===== src/rtl/pulse_peak_detector.sv =====
// pulse_peak_detector
//   Watches one signed filter output stream, detects pulses that rise strictly
//   above a programmable threshold, and records each pulse's peak amplitude,
//   the timestamp of that peak, and whether a second rise (pile-up) occurred
//   inside the pulse. Each finished pulse becomes one event in a small FIFO
//   that is drained over a valid/ready interface.
//
//   Build option: PEAK_DET_PILEUP_REJECT_EN
//     defined     -> pile-up events are silently discarded (not counted as
//                    drops) and out_pileup is tied low
//     not defined -> pile-up events are queued with out_pileup = 1
//
//   Ports
//     clk            rising-edge clock
//     reset          synchronous, active-high
//     input_data     signed sample, one per clock
//     threshold      signed trigger level, compared every clock
//     holdoff        number of dead cycles after each pulse end
//     out_ready      downstream accepts the head event
//     out_valid      FIFO holds at least one event
//     out_amplitude  peak sample of the head event
//     out_time       timestamp of the head event's peak sample
//     out_pileup     head event contained a second rise
//     drop_cnt       events lost to a full FIFO, saturates at 255
//
//   state    | meaning
//   ---------+-----------------------------------------------------------
//   S_IDLE   | waiting for a sample above threshold
//   S_RISE   | inside a pulse, tracking the running maximum
//   S_FALL   | inside a pulse, past the peak; a new rise marks pile-up
//   S_END    | one cycle: push the finished event, load holdoff counter
//   S_HOLDOFF| dead time, input ignored until the counter expires
module pulse_peak_detector #(
    parameter int DATA_W     = 16,
    parameter int TS_W       = 24,
    parameter int HOLD_W     = 8,
    parameter int FIFO_DEPTH = 4
) (
    input  logic              clk,
    input  logic              reset,
    input  logic [DATA_W-1:0] input_data,
    input  logic [DATA_W-1:0] threshold,
    input  logic [HOLD_W-1:0] holdoff,
    input  logic              out_ready,
    output logic              out_valid,
    output logic [DATA_W-1:0] out_amplitude,
    output logic [TS_W-1:0]   out_time,
    output logic              out_pileup,
    output logic [7:0]        drop_cnt
);
    localparam int AW = $clog2(FIFO_DEPTH);
    localparam logic [AW:0] DEPTH = (AW+1)'(FIFO_DEPTH);

    typedef enum logic [2:0] {
        S_IDLE    = 3'd0,
        S_RISE    = 3'd1,
        S_FALL    = 3'd2,
        S_END     = 3'd3,
        S_HOLDOFF = 3'd4
    } state_t;

    state_t state, state_next;

    logic [TS_W-1:0]   ts;
    logic [DATA_W-1:0] peak;
    logic [DATA_W-1:0] prev_data;
    logic [TS_W-1:0]   ptime;
    logic              pu;
    logic [HOLD_W-1:0] cnt;

    logic above;
    logic above_peak;
    logic below_peak;
    logic above_prev;

    always_comb begin
        above      = $signed(input_data) > $signed(threshold);
        above_peak = $signed(input_data) > $signed(peak);
        below_peak = $signed(input_data) < $signed(peak);
        above_prev = $signed(input_data) > $signed(prev_data);
    end

    // ---------------- FSM: state register ----------------
    always_ff @(posedge clk) begin
        if (reset) state <= S_IDLE;
        else       state <= state_next;
    end

    // ---------------- FSM: next state ----------------
    always_comb begin
        state_next = state;
        case (state)
            S_IDLE:    if (above) state_next = S_RISE;
            S_RISE: begin
                if (!above)          state_next = S_END;
                else if (below_peak) state_next = S_FALL;
            end
            S_FALL: begin
                if (!above)          state_next = S_END;
                else if (above_prev) state_next = S_RISE;
            end
            S_END:     state_next = (holdoff == '0) ? S_IDLE : S_HOLDOFF;
            S_HOLDOFF: if (cnt == '0) state_next = S_IDLE;
            default:   state_next = S_IDLE;
        endcase
    end

    // ---------------- FSM: outputs ----------------
    logic push_req;

    always_comb begin
        push_req = 1'b0;
        if (state == S_END) begin
`ifdef PEAK_DET_PILEUP_REJECT_EN
            push_req = !pu;
`else
            push_req = 1'b1;
`endif
        end
    end

    // ---------------- timestamp and pulse measurement ----------------
    always_ff @(posedge clk) begin
        if (reset) begin
            ts        <= '0;
            peak      <= '0;
            ptime     <= '0;
            pu        <= 1'b0;
            prev_data <= '0;
            cnt       <= '0;
        end else begin
            ts        <= ts + TS_W'(1);
            prev_data <= input_data;
            case (state)
                S_IDLE: begin
                    if (above) begin
                        peak  <= input_data;
                        ptime <= ts;
                        pu    <= 1'b0;
                    end
                end
                S_RISE, S_FALL: begin
                    // Strict '>' keeps the first timestamp of a flat top.
                    if (above && above_peak) begin
                        peak  <= input_data;
                        ptime <= ts;
                    end
                    if (state == S_FALL && above && above_prev) pu <= 1'b1;
                end
                S_END:     cnt <= holdoff - HOLD_W'(1);
                S_HOLDOFF: if (cnt != '0) cnt <= cnt - HOLD_W'(1);
                default: ;
            endcase
        end
    end

    // ---------------- event FIFO ----------------
    logic [DATA_W-1:0] mem_amp  [FIFO_DEPTH];
    logic [TS_W-1:0]   mem_time [FIFO_DEPTH];
`ifndef PEAK_DET_PILEUP_REJECT_EN
    logic              mem_pu   [FIFO_DEPTH];
`endif
    logic [AW-1:0] wr_ptr, rd_ptr;
    logic [AW:0]   count;
    logic          pop, push_ok;

    // A pop in the same cycle frees the slot the push needs.
    always_comb begin
        pop     = out_valid && out_ready;
        push_ok = push_req && ((count < DEPTH) || pop);
    end

    always_ff @(posedge clk) begin
        if (push_ok) begin
            mem_amp[wr_ptr]  <= peak;
            mem_time[wr_ptr] <= ptime;
`ifndef PEAK_DET_PILEUP_REJECT_EN
            mem_pu[wr_ptr]   <= pu;
`endif
        end
    end

    always_ff @(posedge clk) begin
        if (reset) begin
            wr_ptr   <= '0;
            rd_ptr   <= '0;
            count    <= '0;
            drop_cnt <= '0;
        end else begin
            if (push_ok) wr_ptr <= wr_ptr + AW'(1);
            if (pop)     rd_ptr <= rd_ptr + AW'(1);
            case ({push_ok, pop})
                2'b10:   count <= count + (AW+1)'(1);
                2'b01:   count <= count - (AW+1)'(1);
                default: count <= count;
            endcase
            if (push_req && !push_ok && drop_cnt != 8'hFF)
                drop_cnt <= drop_cnt + 8'd1;
        end
    end

    // Head fields are forced to zero while empty so reset leaves all outputs 0.
    always_comb begin
        out_valid     = (count != '0);
        out_amplitude = out_valid ? mem_amp[rd_ptr]  : '0;
        out_time      = out_valid ? mem_time[rd_ptr] : '0;
`ifdef PEAK_DET_PILEUP_REJECT_EN
        out_pileup    = 1'b0;
`else
        out_pileup    = out_valid ? mem_pu[rd_ptr] : 1'b0;
`endif
    end

endmodule


===== config.mk =====
export PLATFORM = sky130hd
export DESIGN_NAME = pulse_peak_detector
export DESIGN_NICKNAME = d
export VERILOG_FILES = /design/src/rtl/pulse_peak_detector.sv
export SDC_FILE = /design/constraint.sdc
export NUM_CORES = 1
export LEC_CHECK = 0
export ABC_CLOCK_PERIOD_IN_PS = 4900
export CAP_MARGIN = 10
export CORE_UTILIZATION = 57
export DETAILED_ROUTE_END_ITERATION = 7
export GPL_TIMING_DRIVEN = 0
export PLACE_DENSITY = 0.75
export SLEW_MARGIN = 25
export SYNTH_ARGS = -nofsm -noshare
export SYNTH_HDL_FRONTEND = slang
export SYNTH_SLANG_ARGS = --single-unit

===== constraint.sdc =====
create_clock -name clk -period 4.9 [get_ports clk]
set_input_delay 0.49 -clock clk [delete_from_list [all_inputs] [get_ports clk]]
set_output_delay 0.49 -clock clk [all_outputs]
set_load 0.1 [all_outputs]

==> results.md <==
* Status: finished clean
* Crit path largest cell delay at just under 1 ns
* Req. time, crit path at roughly 4.4 ns
* Hold WC Path Type: input pin to flop
* Row Count at 53
* CP bufs+invs at 3
* Non-Filler Instances at between 1000 and 1500
* Worst-Skew Late Latency at between 0.5 and 0.6 ns
* Vias per cell at 5.48
* Clk sinks at roughly 270
* Crit path time final at 4.14 ns
* GRT Total Usage at between 20% and 30%
* Antenna violations before repair at 0
* DP HPWL at roughly 16 mm
* Synth area leader: edfxtp_1
* Via count at 7446
* Setup TNS at 0 ns
* Final Setup Violations at 0
* Avg Cell Area, Syn at 12.9 um^2
* Slowest stage cell, crit path: clkdlybuf4s50_1
* Post-synth EDFFs at about 160
* Critical Path AT at roughly 3.7 ns
* Vias in the first global route at 7535
* Residual DRC count at 0
* Post-CTS Hold Fix Bufs at 0
* Ys flop type: edfxtp_1
* CTS Buf Count at 27
* Pwr Density at between 400 and 500 mW/mm^2
* GP Congestion at between 0.8 and 0.9
* Routed wire length at about 23 mm
* Final hold slack at ~0.47 ns
* Layout cells sized above 1 at 12.3%
* FFs w/ async S/R, synth at 0%
* Max-cap violations at 0
* Syn Inst Count at between 900 and 1000
* CP max FO at 10
* Diode count at 0
* Post-CTS Setup Inserts at 0
* Largest net degree at the start of global routing at between 40 and 50
* LEAKAGE at between 5 and 6 nW
* Final ANT Viol Nets at 0
* Clock Tree Buf Depth at 3
* Top cells by area, synth: edfxtp_1 40%, dfxtp_1 18%, mux4_2 7.6%
* Starting Density at between 50% and 60%
* Synth top area share at just over 40%
* Die area at approximately 0.022 mm^2
* PostCTS Resize Cnt at 0
* Count of pins over their slew limit at 0
* Clock-pin transition on the worst setup and hold timing paths at roughly 0.06 ns
* Most used cell, CP: clkbuf_1
* Die Y-Extent at approximately 150 um
* Syn Std Cell Area at between 0.01 and 0.015 mm^2
* Drt wl/cell at approximately 17 um
* Worst slew pin tran at approximately 1.0 ns
* Hold path cells at 2
* Clock root cell: clkbuf_16
* R2R cell count at 12
* First-pass iteration count of the detailed router at 7
* Type of the worst setup path: flop to output port
* Crit path depth at 5
* CORE AREA at about 0.021 mm^2
* Crit path max-delay family: buffers and inverters
* Die width at between 100 and 150 um
* Post-synthesis sequential area ratio at roughly 60%
* Rel. slew slack at approximately 33%
* GRT Residual Overflow at 0
* Final Hold Viols at 0
* RSZ-0062 raised after global routing: false
* Final worst clock skew at about 0.017 ns
* Final period util at a little over four fifths
* Num ports at 93
* Synth Warn # at 0
* VDD IR max at between 0.2 and 0.3 mV
* Synth unique cells at approximately 60
* First-pass GRT wire length at around 38 mm
* Seq cells post-synth at 273
* CTS tree: built
* Starting DRC count in detailed routing at 350
* Max Clk Rate at roughly 0.24 GHz
* Placed Instances at about 1300
* Startpoint types: flop
* Fin nets at roughly 1200
* CP Cell Sequence: clkbuf_1 > clkbuf_1 > mux4_2 > and2_1 > clkdlybuf4s50_1
* Port Buffers at 91
* H-Tree Depth at 1
* CP Capture Type: output port
* Area Growth Syn to Fin at 18.1%
* Syn nets at 1043
cells in the mapped netlist, types with 2 or more instances:
cell	count
clkbuf_1	29
a211oi_1	4
nand3_1	23
o21ai_1	2
o21bai_1	3
buf_2	2
buf_6	3
nand2b_1	47
nor2b_1	21
dfxtp_1	109
mux2_2	2
a2bb2oi_1	3
mux2i_1	29
inv_1	61
or3_1	13
mux2_4	16
nand4_2	3
and2_1	48
nor2_1	64
buf_1	3
edfxtp_1	164
nand2_1	34
mux4_2	41
nor3_1	8
a21oi_1	39
xnor2_1	9
or2_2	3
a21o_1	10
and3_1	2
xor2_1	18
nand4_1	13
o211ai_1	3
nor4_1	5
o21ai_0	26
buf_4	3
ha_1	56
and4_1	2
routing by layer:
metal / part of all wire [%] / global-route usage (%)
met1: 46 / 31.6
met3: 4.5 / 3.07
met2: 48 / 37.2
met4: 1.3 / 4.64
met5: 0 / 0
layout make-up:
type | count | area [um^2]
Multi-Input combinational cell | 569 | 4680
Clock buffer | 36 | 806
Timing Repair Buffer | 91 | 911
Inverter | 61 | 229
Buffer | 40 | 186
Clock inverter | 13 | 131
Tap cell | 275 | 344
Fill cell | 1526 | 6630
Sequential cell | 273 | 7110
report_power, final:
part,leakage [nW],internal [W],switching (W)
Clock,0.457,0.00126,0.000848
Combinational,2.29,0.000483,0.000943
Sequential,2.47,0.00253,0.0000697
Total,5.23,0.00428,0.00186
cells by family after synthesis:
| logic type | after synthesis | synth area share, % |
|---|---|---|
| xor gates and xnor gates | 27 | 1.94 |
| muxes | 88 | 12.1 |
| DFF | 273 | 58.3 |
| adders and majority gates | 58 | 6.00 |
| and+or+nand+nor | 295 | 13.3 |
| buffers and inverters | 101 | 3.41 |
| AOI/OAI and AO/OA | 101 | 4.97 |
sequential cells by signal, summed over array words and instances (netlist names), named ones only:
register	cells
mem_time	96
mem_amp	64
ptime	24
ts	24
peak	16
prev_data	16
cnt	8
drop_cnt	8
mem_pu	4
count	3
state	3
rd_ptr	2
wr_ptr	2
pu	1
metrics by stage:
step           power, W  util [%]  area (um^2)  worst slack, ns
3_3_place_gp    0.00406      64.0        13400             1.22
5_1_grt         0.00636      68.5        14400            0.575
4_1_cts         0.00618      68.5        14400            0.689
6_report        0.00614      68.5        14400            0.762
3_5_place_dp    0.00408      64.0        13500             1.24
2_1_floorplan   0.00373         -        12200             1.94
final timing paths:
path              slack (ns)                  start                       end
hold / removal          0.47                  reset  prev_data[11]$_SDFF_PP0_
hold reg to reg         0.48       ts[0]$_SDFF_PP0_          ts[0]$_SDFF_PP0_
setup reg to reg        1.96  peak[13]$_SDFFE_PP0P_      peak[8]$_SDFFE_PP0P_
setup / recovery        0.76                   flop              out_time[15]
cells in the final DEF (no fill, tap or decap), types with 3 or more instances in the layout:
master	n
a211oi_1	4
a21o_1	10
a21oi_1	39
a2bb2oi_1	3
and2_1	44
and2_4	4
buf_1	3
buf_4	3
buf_6	3
clkbuf_1	30
clkbuf_16	29
clkbuf_8	5
clkdlybuf4s50_1	91
clkinv_2	6
clkinvlp_4	4
dfxtp_1	109
edfxtp_1	164
ha_1	56
inv_1	61
mux2_4	16
mux2i_1	29
mux4_2	41
nand2_1	34
nand2b_1	47
nand3_1	23
nand4_1	13
nand4_2	3
nor2_1	64
nor2b_1	21
nor3_1	8
nor4_1	5
o211ai_1	3
o21ai_0	26
o21bai_1	3
or2_2	3
or3_1	13
xnor2_1	9
xor2_1	18
(Power assumes the default switching activity.)
